**src/rtl/ctrl_pipe_if.sv**
```systemverilog
// Purpose: bundles the ID-stage control inputs and the EX/MEM/WB control outputs of ctrl_pipe.
// Latency: wiring only, no state.
// Backpressure: none; stall is an advisory output to the fetch/decode side.
// Ports: id_* decoded controls and source/destination registers, flush, stall, fwda/fwdb,
//        e_*/m_*/w_* stage control outputs. master = decode side, slave = ctrl_pipe.
interface ctrl_pipe_if #(
  parameter int AW = 5
);
  logic          id_valid;
  logic          id_wreg;
  logic          id_m2reg;
  logic          id_wmem;
  logic          id_aluimm;
  logic [3:0]    id_aluc;
  logic [AW-1:0] id_rd;
  logic [AW-1:0] id_rs;
  logic [AW-1:0] id_rt;
  logic          id_use_rt;
  logic          flush;

  logic          stall;
  logic [1:0]    fwda;
  logic [1:0]    fwdb;

  logic          e_wreg;
  logic          e_m2reg;
  logic          e_wmem;
  logic          e_aluimm;
  logic [3:0]    e_aluc;
  logic [AW-1:0] e_rd;

  logic          m_wreg;
  logic          m_m2reg;
  logic          m_wmem;
  logic [AW-1:0] m_rd;

  logic          w_wreg;
  logic          w_m2reg;
  logic [AW-1:0] w_rd;

  modport master (
    output id_valid, id_wreg, id_m2reg, id_wmem, id_aluimm, id_aluc,
           id_rd, id_rs, id_rt, id_use_rt, flush,
    input  stall, fwda, fwdb,
           e_wreg, e_m2reg, e_wmem, e_aluimm, e_aluc, e_rd,
           m_wreg, m_m2reg, m_wmem, m_rd,
           w_wreg, w_m2reg, w_rd
  );

  modport slave (
    input  id_valid, id_wreg, id_m2reg, id_wmem, id_aluimm, id_aluc,
           id_rd, id_rs, id_rt, id_use_rt, flush,
    output stall, fwda, fwdb,
           e_wreg, e_m2reg, e_wmem, e_aluimm, e_aluc, e_rd,
           m_wreg, m_m2reg, m_wmem, m_rd,
           w_wreg, w_m2reg, w_rd
  );
endinterface

```
**src/rtl/ctrl_pipe.sv**
```systemverilog
// Purpose: carries decoded controls ID->EX->MEM->WB and resolves RAW hazards for the ID instruction.
// Latency: ID->EX 1 cycle, ->MEM 2, ->WB 3; stall/fwda/fwdb are combinational.
// Backpressure: none downstream; stall freezes PC/IF-ID and makes EX load a bubble.
// Ports: clk, rst (synchronous, active-high); bus (ctrl_pipe_if.slave) carries all ID inputs,
//        flush, stall, forwarding selects and the e_/m_/w_ stage controls.
// Build option: define CTRL_PIPE_FORWARD_EN for EX/MEM forwarding with load-use stalls only;
//        without it fwda/fwdb are 0 and any EX or MEM producer of a used source stalls.
module ctrl_pipe #(
  parameter int AW = 5
) (
  input  logic       clk,
  input  logic       rst,
  ctrl_pipe_if.slave bus
);

  typedef struct packed {
    logic          wreg;
    logic          m2reg;
    logic          wmem;
    logic          aluimm;
    logic [3:0]    aluc;
    logic [AW-1:0] rd;
  } ex_ctrl_t;

  typedef struct packed {
    logic          wreg;
    logic          m2reg;
    logic          wmem;
    logic [AW-1:0] rd;
  } mem_ctrl_t;

  typedef struct packed {
    logic          wreg;
    logic          m2reg;
    logic [AW-1:0] rd;
  } wb_ctrl_t;

  ex_ctrl_t  ex_q;
  ex_ctrl_t  ex_d;
  mem_ctrl_t mem_q;
  wb_ctrl_t  wb_q;

  logic       ex_rs_hit;
  logic       ex_rt_hit;
  logic       mem_rs_hit;
  logic       mem_rt_hit;
  logic       stall;
  logic       ex_load;
  logic [1:0] fwda;
  logic [1:0] fwdb;

  // A stage hits a source when it will write that register; r0 is never a dependence.
  // rt hits are masked by id_use_rt so the I-type rt field (a destination) never stalls or forwards.
  assign ex_rs_hit  = ex_q.wreg && (ex_q.rd == bus.id_rs) && (bus.id_rs != '0);
  assign ex_rt_hit  = bus.id_use_rt && ex_q.wreg && (ex_q.rd == bus.id_rt) && (bus.id_rt != '0);
  assign mem_rs_hit = mem_q.wreg && (mem_q.rd == bus.id_rs) && (bus.id_rs != '0);
  assign mem_rt_hit = bus.id_use_rt && mem_q.wreg && (mem_q.rd == bus.id_rt) && (bus.id_rt != '0);

`ifdef CTRL_PIPE_FORWARD_EN
  // EX wins over MEM since it holds the younger value. A load in EX has no data yet, so the
  // select falls through to MEM; the stall keeps that select from being consumed.
  function automatic logic [1:0] fwd_sel(input logic ex_hit, input logic mem_hit,
                                         input logic e_ld, input logic m_ld);
    if (ex_hit && !e_ld) begin
      fwd_sel = 2'd1;
    end else if (mem_hit) begin
      fwd_sel = m_ld ? 2'd3 : 2'd2;
    end else begin
      fwd_sel = 2'd0;
    end
  endfunction

  always_comb begin
    stall = bus.id_valid && ex_q.m2reg && (ex_rs_hit || ex_rt_hit);
    fwda  = fwd_sel(ex_rs_hit, mem_rs_hit, ex_q.m2reg, mem_q.m2reg);
    fwdb  = fwd_sel(ex_rt_hit, mem_rt_hit, ex_q.m2reg, mem_q.m2reg);
  end
`else
  // Without bypass paths the consumer waits until the producer reaches WB, where the
  // write-first/read-second register file supplies the value.
  always_comb begin
    stall = bus.id_valid && (ex_rs_hit || ex_rt_hit || mem_rs_hit || mem_rt_hit);
    fwda  = 2'd0;
    fwdb  = 2'd0;
  end
`endif

  // flush does not mask stall; it only forces the bubble.
  assign ex_load = bus.id_valid && !stall && !bus.flush;

  always_comb begin
    ex_d = '0;
    if (ex_load) begin
      ex_d.wreg   = bus.id_wreg;
      ex_d.m2reg  = bus.id_m2reg;
      ex_d.wmem   = bus.id_wmem;
      ex_d.aluimm = bus.id_aluimm;
      ex_d.aluc   = bus.id_aluc;
      ex_d.rd     = bus.id_rd;
    end
  end

  always_ff @(posedge clk) begin
    if (rst) begin
      ex_q  <= '0;
      mem_q <= '0;
      wb_q  <= '0;
    end else begin
      ex_q        <= ex_d;
      mem_q.wreg  <= ex_q.wreg;
      mem_q.m2reg <= ex_q.m2reg;
      mem_q.wmem  <= ex_q.wmem;
      mem_q.rd    <= ex_q.rd;
      wb_q.wreg   <= mem_q.wreg;
      wb_q.m2reg  <= mem_q.m2reg;
      wb_q.rd     <= mem_q.rd;
    end
  end

  assign bus.stall    = stall;
  assign bus.fwda     = fwda;
  assign bus.fwdb     = fwdb;
  assign bus.e_wreg   = ex_q.wreg;
  assign bus.e_m2reg  = ex_q.m2reg;
  assign bus.e_wmem   = ex_q.wmem;
  assign bus.e_aluimm = ex_q.aluimm;
  assign bus.e_aluc   = ex_q.aluc;
  assign bus.e_rd     = ex_q.rd;
  assign bus.m_wreg   = mem_q.wreg;
  assign bus.m_m2reg  = mem_q.m2reg;
  assign bus.m_wmem   = mem_q.wmem;
  assign bus.m_rd     = mem_q.rd;
  assign bus.w_wreg   = wb_q.wreg;
  assign bus.w_m2reg  = wb_q.m2reg;
  assign bus.w_rd     = wb_q.rd;

endmodule

```
**src/flat_wrapper.sv**
```systemverilog
// flat-port wrapper written by rule: the top's interface ports become plain ports
module ctrl_pipe_flat 
#(
  parameter int AW = 5
)
  (clk, rst, bus_id_valid, bus_id_wreg, bus_id_m2reg, bus_id_wmem, bus_id_aluimm, bus_id_aluc, bus_id_rd, bus_id_rs, bus_id_rt, bus_id_use_rt, bus_flush, bus_stall, bus_fwda, bus_fwdb, bus_e_wreg, bus_e_m2reg, bus_e_wmem, bus_e_aluimm, bus_e_aluc, bus_e_rd, bus_m_wreg, bus_m_m2reg, bus_m_wmem, bus_m_rd, bus_w_wreg, bus_w_m2reg, bus_w_rd);
  ctrl_pipe_if #(.AW(AW)) bus_i ();
  input  logic clk;
  input  logic rst;
  input wire logic [$bits(bus_i.id_valid)-1:0] bus_id_valid;
  input wire logic [$bits(bus_i.id_wreg)-1:0] bus_id_wreg;
  input wire logic [$bits(bus_i.id_m2reg)-1:0] bus_id_m2reg;
  input wire logic [$bits(bus_i.id_wmem)-1:0] bus_id_wmem;
  input wire logic [$bits(bus_i.id_aluimm)-1:0] bus_id_aluimm;
  input wire logic [$bits(bus_i.id_aluc)-1:0] bus_id_aluc;
  input wire logic [$bits(bus_i.id_rd)-1:0] bus_id_rd;
  input wire logic [$bits(bus_i.id_rs)-1:0] bus_id_rs;
  input wire logic [$bits(bus_i.id_rt)-1:0] bus_id_rt;
  input wire logic [$bits(bus_i.id_use_rt)-1:0] bus_id_use_rt;
  input wire logic [$bits(bus_i.flush)-1:0] bus_flush;
  output wire logic [$bits(bus_i.stall)-1:0] bus_stall;
  output wire logic [$bits(bus_i.fwda)-1:0] bus_fwda;
  output wire logic [$bits(bus_i.fwdb)-1:0] bus_fwdb;
  output wire logic [$bits(bus_i.e_wreg)-1:0] bus_e_wreg;
  output wire logic [$bits(bus_i.e_m2reg)-1:0] bus_e_m2reg;
  output wire logic [$bits(bus_i.e_wmem)-1:0] bus_e_wmem;
  output wire logic [$bits(bus_i.e_aluimm)-1:0] bus_e_aluimm;
  output wire logic [$bits(bus_i.e_aluc)-1:0] bus_e_aluc;
  output wire logic [$bits(bus_i.e_rd)-1:0] bus_e_rd;
  output wire logic [$bits(bus_i.m_wreg)-1:0] bus_m_wreg;
  output wire logic [$bits(bus_i.m_m2reg)-1:0] bus_m_m2reg;
  output wire logic [$bits(bus_i.m_wmem)-1:0] bus_m_wmem;
  output wire logic [$bits(bus_i.m_rd)-1:0] bus_m_rd;
  output wire logic [$bits(bus_i.w_wreg)-1:0] bus_w_wreg;
  output wire logic [$bits(bus_i.w_m2reg)-1:0] bus_w_m2reg;
  output wire logic [$bits(bus_i.w_rd)-1:0] bus_w_rd;
  assign bus_i.id_valid = bus_id_valid;
  assign bus_i.id_wreg = bus_id_wreg;
  assign bus_i.id_m2reg = bus_id_m2reg;
  assign bus_i.id_wmem = bus_id_wmem;
  assign bus_i.id_aluimm = bus_id_aluimm;
  assign bus_i.id_aluc = bus_id_aluc;
  assign bus_i.id_rd = bus_id_rd;
  assign bus_i.id_rs = bus_id_rs;
  assign bus_i.id_rt = bus_id_rt;
  assign bus_i.id_use_rt = bus_id_use_rt;
  assign bus_i.flush = bus_flush;
  assign bus_stall = bus_i.stall;
  assign bus_fwda = bus_i.fwda;
  assign bus_fwdb = bus_i.fwdb;
  assign bus_e_wreg = bus_i.e_wreg;
  assign bus_e_m2reg = bus_i.e_m2reg;
  assign bus_e_wmem = bus_i.e_wmem;
  assign bus_e_aluimm = bus_i.e_aluimm;
  assign bus_e_aluc = bus_i.e_aluc;
  assign bus_e_rd = bus_i.e_rd;
  assign bus_m_wreg = bus_i.m_wreg;
  assign bus_m_m2reg = bus_i.m_m2reg;
  assign bus_m_wmem = bus_i.m_wmem;
  assign bus_m_rd = bus_i.m_rd;
  assign bus_w_wreg = bus_i.w_wreg;
  assign bus_w_m2reg = bus_i.w_m2reg;
  assign bus_w_rd = bus_i.w_rd;
  ctrl_pipe #(.AW(AW)) u_core (.clk(clk), .rst(rst), .bus(bus_i));
endmodule
```
**config.mk**
```make
export PLATFORM = sky130hd
export DESIGN_NAME = ctrl_pipe_flat
export DESIGN_NICKNAME = d
export VERILOG_FILES = /design/src/rtl/ctrl_pipe_if.sv /design/src/rtl/ctrl_pipe.sv /design/src/flat_wrapper.sv
export SDC_FILE = /design/constraint.sdc
export NUM_CORES = 1
export LEC_CHECK = 0
export ABC_AREA = 1
export CORE_ASPECT_RATIO = 1.2
export CORE_MARGIN = 10
export CORE_UTILIZATION = 55
export CTS_BUF_LIST = sky130_fd_sc_hd__clkbuf_4 sky130_fd_sc_hd__clkbuf_8
export DETAILED_ROUTE_END_ITERATION = 16
export DONT_BUFFER_PORTS = 1
export PLACE_DENSITY = 0.79
export SLEW_MARGIN = 25
export SYNTH_ARGS = -nofsm -noshare
export SYNTH_HDL_FRONTEND = slang
export SYNTH_SLANG_ARGS = --single-unit
export TNS_END_PERCENT = 50
```
**constraint.sdc**
```tcl
create_clock -name clk -period 2.79 [get_ports clk]
set_input_delay 0.279 -clock clk [delete_from_list [all_inputs] [get_ports clk]]
set_output_delay 0.279 -clock clk [all_outputs]
set_load 0.02 [all_outputs]
```
==> impl_metrics.toml <==
[floorplanning]
fp.dieArea_um2 = 4630
die_w_um = 63.8
std_cell_rows = 18
fp.dieH_um = 72.5
floorplan.core_area_um2 = 2120
i_o_pins = 61
starting_density = 0.598

[clock_tree]
postCtsSetupRepairBufs = 0
clock_path_buffers = 2
ctsResizeCount = 0
cts_sinks = 28
clkLatencyLatePin_ns = 0.33
cts-buffers-inserted = 3
cts_tree = "built"
clockRootBuffer = "sky130_fd_sc_hd__clkbuf_4"
clkSlewWorstSetupHoldPaths_ns = 0.14
htree_num_levels = 1

[flow_run]
maxCapViolations = 0

[yosys]
synth_largest_type_area_fraction = 0.443
asyncSetResetFlopFracSynth = 0
synthTopCellsByArea = "sky130_fd_sc_hd__dfxtp_1, sky130_fd_sc_hd__nand2_1, sky130_fd_sc_hd__inv_1, sky130_fd_sc_hd__nor2_1, sky130_fd_sc_hd__nor2_2"
yosys.cell_types.count = 17
netlist_instances = 192
synth_top_area_cell = "sky130_fd_sc_hd__dfxtp_1"
synth-edff-count = 0
most_numerous_cell_types_in_the_synthesized_netlist = "sky130_fd_sc_hd__nand2_1, sky130_fd_sc_hd__inv_1, sky130_fd_sc_hd__nor2_1"
synth.yosys.seq_area_share = 0.443
cell_with_the_most_instances_after_synthesis = "sky130_fd_sc_hd__nand2_1"
synthFlopType = "sky130_fd_sc_hd__dfxtp_1"
postSynthRegisterBits = 28
netlist_area_um2 = 1260
mean_instance_size_in_the_synthesized_netlist_um2 = 6.59
synth.yosys.warnings = 0

[pwr]
power.density_nw_per_um2 = 511
static_leakage_nw = 0.695
ir_worst_vdd_mv = 0.361

[sta]
max_freq_mhz = 448
setup_tns_ns = 0
rsz0062_at_grt = "false"
min_period_ns = 2.23
finish_stage_setup_viols = 0
final.setup_skew_ns = 0.00453
drv_slew = 0
hold_viol = 0
final_clock_period_utilization_by_the_worst_path = 0.799
fin_hold_ws_ns = 0.0385

[final_layout]
layout.area.seq_um2 = 561
antenna_cells = 0
drive_above_1_share = 0.0923
fillers = 199
final_net_count = 224
multi_input_area_um2 = 513
area_growth_syn_to_layout_pct = 5.24

[routing]
drt.antenna.violating_nets = 0
drt-pass1-iter-count = 4
drt_wl_total_mm = 3.27
drtIter0Drc = 59
average_via_count_per_standard_cell = 4.84
wl_per_cell_um = 14.5
vias = 1089
drc_errors = 0

[setup_path]
crit_chain = "inv_1, nand2_1, nand2_1, nor2_1, nand3_1, nand2_1, nand2_2, a21oi_1"
critPathLaunchType = "register"
slowest_stage = "sky130_fd_sc_hd__dfxtp_1"
critical-path-top-cell-by-count = "sky130_fd_sc_hd__nand2_1"
timing.setup.critical_path_class = "register to primary output"
crit_path_end_kind = "primary output"
cp.required_ns = 2.51
worst-path-max-fanout = 4
timing.critical_path.arrival_ns = 1.95
crit_path_max_incr_delay_ns = 0.55

[global_route]
grtUsageTotal = 0.128
wire_length_of_the_first_global_routing_pass_mm = 4.77
globalRouteOverflowTotal = 0
initial_antenna_violation_count = 0
first_global_vias = 1061
grt_start_max_net_pins = 16

[hold_path]
hold_path_class = "input port to register"

[placed_design]
detailedPlacementHpwl_mm = 2.57
globalplace.congestion = 0.855
port_buffers = 0

[status]
outcome = "finished clean"
-- registers in the layout, summed over array words and instances (netlist names) --
register	flops
u_core.bus.e_wmem	1
u_core.bus.e_aluimm	1
u_core.bus.w_m2reg	1
u_core.bus.m_rd	5
u_core.bus.e_m2reg	1
u_core.bus.m_wreg	1
u_core.bus.e_wreg	1
u_core.bus.e_aluc	4
u_core.bus.m_m2reg	1
u_core.bus.m_wmem	1
u_core.bus.w_rd	5
u_core.bus.w_wreg	1
u_core.bus.e_rd	5
-- final cells by class --
cell class | instances | share of cell area
inverters | 41 | 0.116
flip-flops and latches | 28 | 0.421
repair buffers | 3 | 0.0226
clock buffers | 4 | 0.0273
well taps | 30 | 0.0282
multi-input cells | 119 | 0.385
-- metrics by stage --
stage,instances,power [W],utilization,worst slack [ns],area [µm²]
2_1_floorplan,195,0.000483,-,1.18,1280
3_5_place_dp,218,0.000485,0.598,0.967,1260
3_3_place_gp,218,0.000483,0.598,0.985,1260
4_1_cts,224,0.000675,0.624,0.551,1320
5_1_grt,225,0.000705,0.629,0.421,1330
6_report,225,0.000680,0.629,0.560,1330
-- routing by layer --
layer | vias up | GRT usage | wire length (µm)
li1 | 543 | - | -
met5 | - | 0 | 0
met1 | 472 | 0.116 | 1160
met4 | 0 | 0.0462 | 72
met3 | 9 | 0.0661 | 392
met2 | 65 | 0.237 | 1640
-- what timing repair did --
item	CTS	global route
setup endpoints to repair	0	0
hold endpoints to repair	2	12
hold buffers	2	1
-- cell usage in the layout (no fill, tap or decap) --
cell type and count:
sky130_fd_sc_hd__inv_1 40, sky130_fd_sc_hd__clkbuf_4 3, sky130_fd_sc_hd__nand3_1 6, sky130_fd_sc_hd__nor3_1 3
sky130_fd_sc_hd__nor2_4 1, sky130_fd_sc_hd__conb_1 4, sky130_fd_sc_hd__dlygate4sd3_1 3, sky130_fd_sc_hd__xor2_1 1
sky130_fd_sc_hd__a21oi_1 1, sky130_fd_sc_hd__nor2_1 34, sky130_fd_sc_hd__nand2_2 2, sky130_fd_sc_hd__nor2_2 9
sky130_fd_sc_hd__nand2_1 57, sky130_fd_sc_hd__dfxtp_1 28, sky130_fd_sc_hd__clkbuf_8 1, sky130_fd_sc_hd__nand3_4 1
sky130_fd_sc_hd__inv_2 1
-- cells by family (layout without fill, tap and decap cells) --
kind of cell    Yosys count  count (layout)  share of synthesized area
simple gates            113             113                      0.383
flops                    28              28                      0.443
xor+xnor                  1               1                    0.00693
buf+inv                  48              48                      0.160
other cells               1               4                    0.00296
compound gates            1               1                    0.00395
-- path summary, 6_finish.rpt --
path                                               startpoint                             end  slack (ns)  cells past startpoint
worst min-delay path                            bus_id_aluimm  u_core.bus.e_aluimm$_SDFF_PP0_        0.04                      2
worst max register to register  u_core.bus.e_rd[4]$_SDFF_PP0_    u_core.bus.e_wmem$_SDFF_PP0_        1.23                      9
worst min register to register  u_core.bus.m_m2reg$_SDFF_PP0_   u_core.bus.w_m2reg$_SDFF_PP0_        0.54                      2
worst max-delay path            u_core.bus.e_rd[4]$_SDFF_PP0_                       bus_stall        0.56                      8
-- power breakdown --
group / internal, W / leakage [nW] / total (W) / switching [W]
Combinational: 0.0000200 / 0.447 / 0.0000585 / 0.0000386
Sequential: 0.000408 / 0.227 / 0.000425 / 0.0000168
Clock: 0.0000799 / 0.0210 / 0.000197 / 0.000117
-- worst max-delay path: cells and delay by family (launching register included) --
kind / cells / cell delay, ns
AND/OR/NAND/NOR: 6 / 0.49
buffers and inverters: 1 / 0.14
AO/OA/AOI/OAI: 1 / 0.44
flip-flops: 1 / 0.55
Note: power is estimated with default switching activity, not from simulation.
==> edit 1: new RTL, config.mk and constraints unchanged <==
The option `CTRL_PIPE_FORWARD_EN` is turned on by a define.
--- a/src/rtl/ctrl_pipe.sv
+++ b/src/rtl/ctrl_pipe.sv
@@ -6,4 +6,6 @@
 // Build option: define CTRL_PIPE_FORWARD_EN for EX/MEM forwarding with load-use stalls only;
 //        without it fwda/fwdb are 0 and any EX or MEM producer of a used source stalls.
+`define CTRL_PIPE_FORWARD_EN
+
 module ctrl_pipe #(
   parameter int AW = 5
Check against the original RTL: not equivalent (a bounded check fails within 4 cycles, from zero or initial values and one cycle with rst high).
==> edit 1 against the unedited design <==
- sequential cell count unchanged
- highest routed layer unchanged
- cell area up 0.28%
- combinational power down 8.9%
- area after synthesis up 0.20%
- worst setup slack better by 0.16 ns
- routed wire length down 7.9%
- sequential power about the same
- power down 1.1%
- largest power group unchanged
==> edit 1: results (changes against the unedited design) <==
| Metric | Value |
|---|---|
| Post-synth top cells | nand2_1 (53), inv_1 (42), dfxtp_1 (28), nor2_1 (23), nor2_2 (14) |
| Hold WS | 0.0361 ns (-0.00242 ns) |
| Number of vias per cell | 4.81 (-0.60%) |
| Post-cts gate resize count | 0 (unchanged) |
| Status | complete, no violations |
| Top delay family on crit path | simple AND/OR/NAND/NOR gates |
| CP arrival | 1.79 ns (-0.16 ns) |
| Sequential share of the synthesized area | 44.2% (-0.087 points) |
| Number of port buffers | 0 (unchanged) |
| Vias in the first global route | 1051 (-0.94%) |
| Initial detailed-routing violation count | 37 (-37%) |
| Placed wire-length estimate | 2490 um (-3.1%) |
| Max Buffers Root-to-Sink | 2 (unchanged) |
| Critical register-to-register path startpoint | u_core.bus.e_rd[3] |
| Syn. warnings | 0 (unchanged) |
| Slowest stage delay, CP | 0.51 ns (-0.04 ns) |
| Worst IR Drop VDD | 338 uV (-6.2%) |
| Net Sw Power | 165 uW (-4.4%) |
| Top cells by area, synth | dfxtp_1 (44%), nand2_1 (16%), inv_1 (12%), nor2_2 (6.9%), nor2_1 (6.8%) |
| Worst-path maximum fanout | 4 (unchanged) |
| Initial antenna violation count | 0 (unchanged) |
| Hold_sp | bus_id_wmem |
| Static leakage | 0.000679 uW (-2.4%) |
| Logic pwr share | 7.9% (-0.7 points) |
| Placer Congestion | 0.884 (+3.4%) |
| Critical path's slowest cell | dfxtp_1 |
| Clk Latency, worst-skew pair | 0.33 ns (about the same) |
| R2r setup slk | 1.29 ns (+0.06 ns) |
| Worst Hold Class | in -> reg |
| Clk_skew | 0.00716 ns (+0.00263 ns) |
| Die W | 63.8 um (about the same) |
| Largest net degree at the start of global routing | 16 (unchanged) |
| Final net count | 220 (-1.8%) |
| Critical path origin | u_core.bus.m_rd[1] |
| Tot GR Track Use | 12.5% (-0.30 points) |
| Fraction of layout cells with a size suffix above 1 | 12.0% (+2.8 points) |
| Wire length of the first global-routing pass | 4720 um (-1.0%) |
| # diodes | 0 (unchanged) |
| Post-synth ARST share | 0% (unchanged) |
| Worst slew pin tran | 0.384 ns |
| Routed WL | 3010 um (-7.9%) |
| Synth cell types | 19 (+2) |
-- edit 1: cell types whose count changed after synthesis, sizes merged, moves of 2 or more --
cell,change
nand2,-4
inv,+4
nand4,+3
xnor2,+2
buf,-4
nor3,-2
nor2,-7
a21oi,+2
-- edit 1: final timing paths --
kind         depth (start not counted)           endpoint
max                                  7        bus_fwdb[0]
min                                  2  u_core.bus.e_wmem
max reg2reg                          9  u_core.bus.e_wreg
min reg2reg                          2  u_core.bus.m_wmem
-- edit 1: cell families after synthesis --
family / share of synthesized area, %
simple gates: 36.5
flops: 44.2
xor+xnor: 2.07
buf+inv: 15.5
compound gates: 1.68
-- edit 1: layout make-up --
class / count / area [sq um]
Tap cell: 31 / 38.8
Clock buffer: 4 / 36.3
Multi-Input combinational cell: 112 / 510
Sequential cell: 28 / 561
Fill cell: 214 / 923
Inverter: 45 / 169
Timing Repair Buffer: 2 / 20.0
-- edit 1: repair_timing --
item	CTS	global route
hold buffers	1	1
buffers inserted	0	0
hold endpoints to repair	6	9
-- edit 1: power by group through the flow --
stage                     clock network [uW]  logic, uW  registers, uW
after floorplan                            0       46.3            431
after global placement                     0       47.3            434
after detailed placement                   0       48.4            434
after CTS                                198       50.8            425
after global routing                     214       61.4            427
final                                    195       53.3            425
-- edit 1: metal layers --
layer / vias up / track usage, % / routed length [um]
met3: 8 / 7.53 / 411
met1: 467 / 11.1 / 1020
met5: - / 0 / 0
li1: 548 / - / -
met4: 0 / 5.35 / 65
met2: 45 / 22.3 / 1520
-- edit 1: per-stage QoR --
| stage | util [%] | total power, uW | std cells | area (sq um) | worst slack (ns) |
|---|---|---|---|---|---|
| 6_report | 59.1 | 673 | 222 | 1340 | 0.721 |
| 5_1_grt | 59.1 | 702 | 222 | 1340 | 0.476 |
| 4_1_cts | 58.7 | 674 | 221 | 1330 | 0.702 |
| 3_5_place_dp | 56.6 | 482 | 216 | 1280 | 1.09 |
| 3_3_place_gp | 56.6 | 481 | 216 | 1280 | 1.12 |
| 2_1_floorplan | - | 478 | 188 | 1270 | 1.25 |
==> edit 2: new RTL, same settings <==
Made on the original files. Reset style: asynchronous (`rst`), changed in one clocked block.
--- a/src/rtl/ctrl_pipe.sv
+++ b/src/rtl/ctrl_pipe.sv
@@ -101,5 +101,5 @@
   end
 
-  always_ff @(posedge clk) begin
+  always_ff @(posedge clk or posedge rst) begin
     if (rst) begin
       ex_q  <= '0;
Function: differs if rst is asserted again (counterexample within 4 cycles, from zero or initial values and one cycle with rst high); with rst held inactive, the same outputs for 10 cycles.
==> edit 2 against the unedited design <==
- worst setup slack better by 0.0011 ns
- area after synthesis up 4.5%
- routed wire length down 13%
- critical path depth unchanged
- cell area up 4.7%
- power up 16%
- sequential cell count unchanged
==> edit 2: results (changes against the unedited design) <==
| Metric | Value |
|---|---|
| Placed wire-length estimate | 2320 um (-9.8%) |
| Vias in the first global route | 1017 (-4.1%) |
| Net Sw Power | 196 uW (+14%) |
| Final net count | 197 (-12%) |
| Worst IR Drop VDD | 399 uV (+11%) |
| Worst r2r dst | u_core.bus.e_wreg |
| Vias after detailed routing | 933 (-14%) |
| Status | complete, no violations |
| Worst-path maximum fanout | 5 (+1) |
| R2r setup slk | 1.10 ns (-0.13 ns) |
| Dpl cell area | 0.00133 sq mm (+5.2%) |
| Routed WL | 2840 um (-13%) |
| Min-Delay Endpoint | u_core.bus.e_wreg |
| Met3 wire length | 421 um (+7.4%) |
| Avg WL per Cell | 14.3 um (-1.7%) |
| Synth top area share | 53.0% (+8.7 points) |
| Power Combinational | 68.4 uW (+17%) |
| Top cells by area, synth | dfrtp_1 (53%), nand2_1 (13%), inv_1 (11%), nor2_2 (5.7%), nor2_1 (5.4%) |
| Top delay family on crit path | compound AO/OA/AOI/OAI gates |
| Met1 Use GR | 12.0% (+0.43 points) |
| Hold_sp | bus_id_wreg |
| Sequential share of the synthesized area | 53.0% (+8.7 points) |
| Placed Cells | 194 (-11%) |
| Static leakage | 0.000786 uW (+13%) |
| Post-synth top cells | nand2_1 (47), inv_1 (38), dfrtp_1 (28), nor2_1 (19), nor2_2 (12) |
| Largest net degree at the start of global routing | 29 (+13) |
| Critical path's slowest cell | dfrtp_1 |
| Clk Latency, worst-skew pair | 0.33 ns (about the same) |
| Mapped Cells | 165 (-14%) |
| WL met2 | 1390 um (-15%) |
| Initial detailed-routing violation count | 65 (+10%) |
| Hold WS | 0.0313 ns (-0.00715 ns) |
| Cells on worst reg2reg path | 8 (-1) |
| Synth Flop Type | dfrtp_1 |
| Met3 Resource Use GR | 7.60% (+0.99 points) |
| Synth cell types | 16 (-1) |
| Tot GR Track Use | 12.3% (-0.54 points) |
| Pre-CTS setup slack | 0.957 ns (-0.0106 ns) |
| Met2 Usage GRT | 20.1% (-3.6 points) |
| Placer Congestion | 0.949 (+11%) |
-- edit 2: how the worst max path moves through the flow --
stage,start,endpoint,slack [ns],depth (start not counted)
global placement,u_core.bus.e_rd[0],bus_stall,0.96,8
global route,u_core.bus.e_rd[0],bus_stall,0.44,8
detailed placement,u_core.bus.e_rd[0],bus_stall,0.96,8
finish,u_core.bus.e_rd[0],bus_stall,0.56,8
CTS,u_core.bus.e_rd[0],bus_stall,0.55,8
floorplan,u_core.bus.e_rd[0],bus_stall,1.15,8
-- edit 2: kinds of logic (layout without fill, tap and decap cells) --
family | Yosys count | count (layout) | synth area share (%)
flops | 28 | 28 | 53.0
xor+xnor | 6 | 6 | 3.97
buf+inv | 43 | 43 | 13.9
compound gates | 5 | 5 | 2.08
other cells | 1 | 4 | 0.284
simple gates | 82 | 82 | 26.8
-- edit 2: cell type report --
type                       instances  area share (%)
sequential                        28            50.3
clock buffer                       3            1.62
inverter                          38            10.2
multi-input combinational         97            32.2
clock inverter                     1            2.15
timing repair buffer               1           0.718
tap                               31            2.78
